--- src/rtl/four_bit_sync_down_cntr.sv ---
// Loadable 4-bit down counter with IDLE/RUN/DONE control; DOWN_CNTR_AUTO_RELOAD_EN picks reload-on-borrow vs stop-in-DONE.
// Latency: count/state update one clk edge after load/cnt_en; borrow is combinational; no backpressure.
module four_bit_sync_down_cntr (
    input  logic       clk,
    input  logic       rst,
    input  logic       load,
    input  logic [3:0] load_val,
    input  logic       cnt_en,
    output logic [3:0] count,
    output logic       borrow,
    output logic       busy,
    output logic       done
);

    localparam logic [1:0] ST_IDLE = 2'd0;
    localparam logic [1:0] ST_RUN  = 2'd1;
    localparam logic [1:0] ST_DONE = 2'd2;

    logic [1:0] state_q, state_d;
    logic [3:0] count_q, count_d;
    logic [3:0] reload_q, reload_d;

    // Gated by rst so an aborted sequence never cascades a stray strobe downstream.
    assign borrow = !rst && (state_q == ST_RUN) && cnt_en && !load && (count_q == 4'd0);
    assign busy   = (state_q == ST_RUN);
    assign done   = (state_q == ST_DONE);
    assign count  = count_q;

    always_comb begin
        state_d  = state_q;
        count_d  = count_q;
        reload_d = reload_q;
        if (load) begin
            state_d  = ST_RUN;
            count_d  = load_val;
            reload_d = load_val;
        end else if ((state_q == ST_RUN) && cnt_en) begin
            if (count_q == 4'd0) begin
`ifdef DOWN_CNTR_AUTO_RELOAD_EN
                count_d = reload_q;
`else
                state_d = ST_DONE;
                count_d = 4'd0;
`endif
            end else begin
                count_d = count_q - 4'd1;
            end
        end
    end

    always_ff @(posedge clk) begin
        if (rst) begin
            state_q  <= ST_IDLE;
            count_q  <= 4'd0;
            reload_q <= 4'd0;
        end else begin
            state_q  <= state_d;
            count_q  <= count_d;
            reload_q <= reload_d;
        end
    end

endmodule

--- config.mk ---
export PLATFORM = sky130hd
export DESIGN_NAME = four_bit_sync_down_cntr
export DESIGN_NICKNAME = d
export VERILOG_FILES = /design/src/rtl/four_bit_sync_down_cntr.sv
export SDC_FILE = /design/constraint.sdc
export NUM_CORES = 1
export LEC_CHECK = 0
export BUFFER_PORTS_ARGS = -buffer_cell sky130_fd_sc_hd__buf_4
export CAP_MARGIN = 20
export CELL_PAD_IN_SITES_DETAIL_PLACEMENT = 1
export CELL_PAD_IN_SITES_GLOBAL_PLACEMENT = 1
export CORE_AREA = 2 2 39 41
export DETAILED_ROUTE_END_ITERATION = 7
export DIE_AREA = 0 0 41 43
export PLACE_DENSITY = 0.6
export SKIP_CTS_REPAIR_TIMING = 1
export SYNTH_ARGS = -nofsm -noshare
export SYNTH_HDL_FRONTEND = slang
export SYNTH_SLANG_ARGS = --single-unit
export TNS_END_PERCENT = 50
--- constraint.sdc ---
create_clock -name clk -period 3.1 [get_ports clk]
set_clock_uncertainty 0.15 [all_clocks]
set_input_delay 0.465 -clock clk [delete_from_list [all_inputs] [get_ports clk]]
set_output_delay 0.465 -clock clk [all_outputs]
set_load 0.02 [all_outputs]
==> impl_metrics.toml <==
[timing]
rsz0062_at_grt = "no"
max_slew_margin_pct = 83.62
fin_crit_sh_pct = 70.69
layout_min_cycle_time_ns = 2.191
max_freq_ghz = 0.4563
maxSlewViolCount = 0
tns_ns = 0
tightestPinTransition_ns = 0.2422
finalHoldViolCount = 0
setup_viol = 0

[logic_synthesis]
yosysTopAreaCell = "dfxtp_1"
seq_area_frac_synth_pct = 35.56
syn_nets = 48
synthCells = 40
synth_area_um2 = 337.8
synth-edff-count = 0
async_flop_share_pct = 0
yosys-top-cells-area = "dfxtp_1 (36%), nand3b_4 (5.9%), nand2_1 (5.6%)"
yosys_warnings = 0
ys_top_cells_by_count = "dfxtp_1 (6), nand2_1 (5), a21oi_1 (3)"
ys.flop_type = "dfxtp_1"
yosysMostFrequentCell = "dfxtp_1"
yosysUniqueCellTypes = 21
ys_ff_latch = 6
synth_top_area_share_pct = 35.56
syn_area_per_cell_um2 = 8.446

[floorplanning]
fp-row-count = 14
die_h_um = 43
fp.dieW_um = 41
dieArea_um2 = 1763
ios = 15
core_um2 = 1384
start_util_pct = 24.41

[placed_design]
place_congestion = 0.6870
dp_hpwl_um = 754
portBuffers = 14

[clock_network]
cts_buffers = 3
clk_pin_slew_worst_paths_ns = 0.05
cts.sinks = 6
cts_tree = "done"
root_buffer = "clkbuf_4"
cts_buffer_depth = 2
htreeDepth = 1
clock_latency_ns = 0.25

[layout]
fill_cells = 178
syn_to_final_growth_pct = 43.70
drive_gt1_share_pct = 36.84
num_antenna_cells = 0
nets = 67

[routing]
first_pass_iters = 2
finalWirelength_um = 961
vias = 369
vias_per_cell = 5.055
ant_nets = 0
wl_per_cell_um = 13.16
drt_iter0_markers = 4
remaining_drc_errors = 0

[setup_path]
crit_slowest_cell = "or4_4"
worst-r2r-setup-slack_ns = 1.67
r2r-end = "state_q[0]"
max_stage_delay_ns = 0.59
required_ns = 2.48
endpoint_kind = "output port"
arrival_ns = 1.58
crit_type = "reg -> out"
crit_path_max_fanout = 8
r2r_start = "count[2]"
critPathLaunchType = "flop"
reg2regPathDepth = 3
cp_cell_sequence = "or4_4 -> nor4_2 -> buf_4"

[global_route]
grt_pass1_vias = 323
antenna_found_initial = 0
grt_max_degree = 9
overflow = 0
track_usage_pct = 12.83
grt_pass1_wl_um = 1469

[worst_hold_path]
hold_depth = 2
hold_path_end = "state_q[0]"
min_path_type = "in -> reg"
holdCritStartpoint = "rst"

[power_and_ir_drop]
p_leak_nw = 0.2140
total_power_w = 0.0002141
power_density_nw_per_um2 = 441.0
vdd_drop_max_mv = 0.1275

[outcome]
status = "finished, final reports clean"

[flow_run]
maxCapViolCount = 0
==> layout by cell type, fill, tap and decap left out <==
cell and count:
nand4_1 2, nor2_1 2, nor4_2 1, nor2b_1 2, o211ai_1 1, dfxtp_1 6, nor3_1 1, o21ai_1 2
nor2_2 1, buf_4 14, or4_4 1, nor4b_1 1, o21a_1 2, nand3b_4 1, inv_1 2, clkbuf_4 3
or3_1 2, a31oi_1 1, nand2_1 5, o221ai_1 2, or2_1 1, nand3_1 1, a21oi_1 3
==> layer usage <==
| layer | routed length [um] | GRT usage, % |
|---|---|---|
| met1 | 433 | 15.02 |
| met2 | 440 | 17.50 |
| met3 | 66 | 6.806 |
| met4 | 21 | 8.000 |
| met5 | 0 | 0 |
==> critical path, delay by kind of cell (launching register included) <==
family,cells,cell delay [ns]
buffers and inverters,1,0.19
flip-flops,1,0.37
AND/OR/NAND/NOR,2,0.77
==> worst max-delay path by stage <==
stage / startpoint / end / slack [ns] / cells past startpoint
finish: count[2] / borrow / 0.91 / 3
global route: count[2] / borrow / 0.83 / 3
CTS: count[2] / borrow / 0.91 / 3
detailed placement: count[2] / borrow / 1.19 / 3
global placement: count[2] / borrow / 1.25 / 3
floorplan: count[2] / borrow / 1.09 / 2
==> cell type report <==
type	count	area, um2	area share [%]
multi-input combinational	32	210.2	43.30
sequential	6	120.1	24.74
timing repair buffer	14	105.1	21.65
clock buffer	3	22.52	4.639
tap	16	20.02	4.124
inverter	2	7.507	1.546
==> stage by stage <==
step / area (um2) / utilization (%) / cells / hold WS, ns / setup slack [ns]
floorplan: 337.8 / - / 40 / 0.3275 / 1.094
global placement: 462.9 / 33.45 / 70 / 0.3495 / 1.245
detailed placement: 462.9 / 33.45 / 70 / 0.3643 / 1.186
CTS: 485.5 / 35.08 / 73 / 0.2780 / 0.9112
global route: 485.5 / 35.08 / 73 / 0.2827 / 0.8301
finish: 485.5 / 35.08 / 73 / 0.2848 / 0.9087
==> cell families (layout without fill, tap and decap cells) <==
| group | Yosys count | after routing | synth area share, % |
|---|---|---|---|
| simple gates | 21 | 21 | 41.11 |
| compound gates | 11 | 11 | 21.11 |
| flops | 6 | 6 | 35.56 |
| buf+inv | 2 | 19 | 2.223 |
==> registers in the layout, summed over array words and instances (netlist names) <==
signal,flops
count,4
state_q,2
==> report_power, final <==
group	leakage (nW)	switching [W]	internal, W
sequential	0.0495	0.00000781	0.0000820
clock	0.0138	0.0000325	0.0000441
combinational	0.151	0.0000240	0.0000236
total	0.214	0.0000643	0.000150
Power figures use the tool's default switching activity.
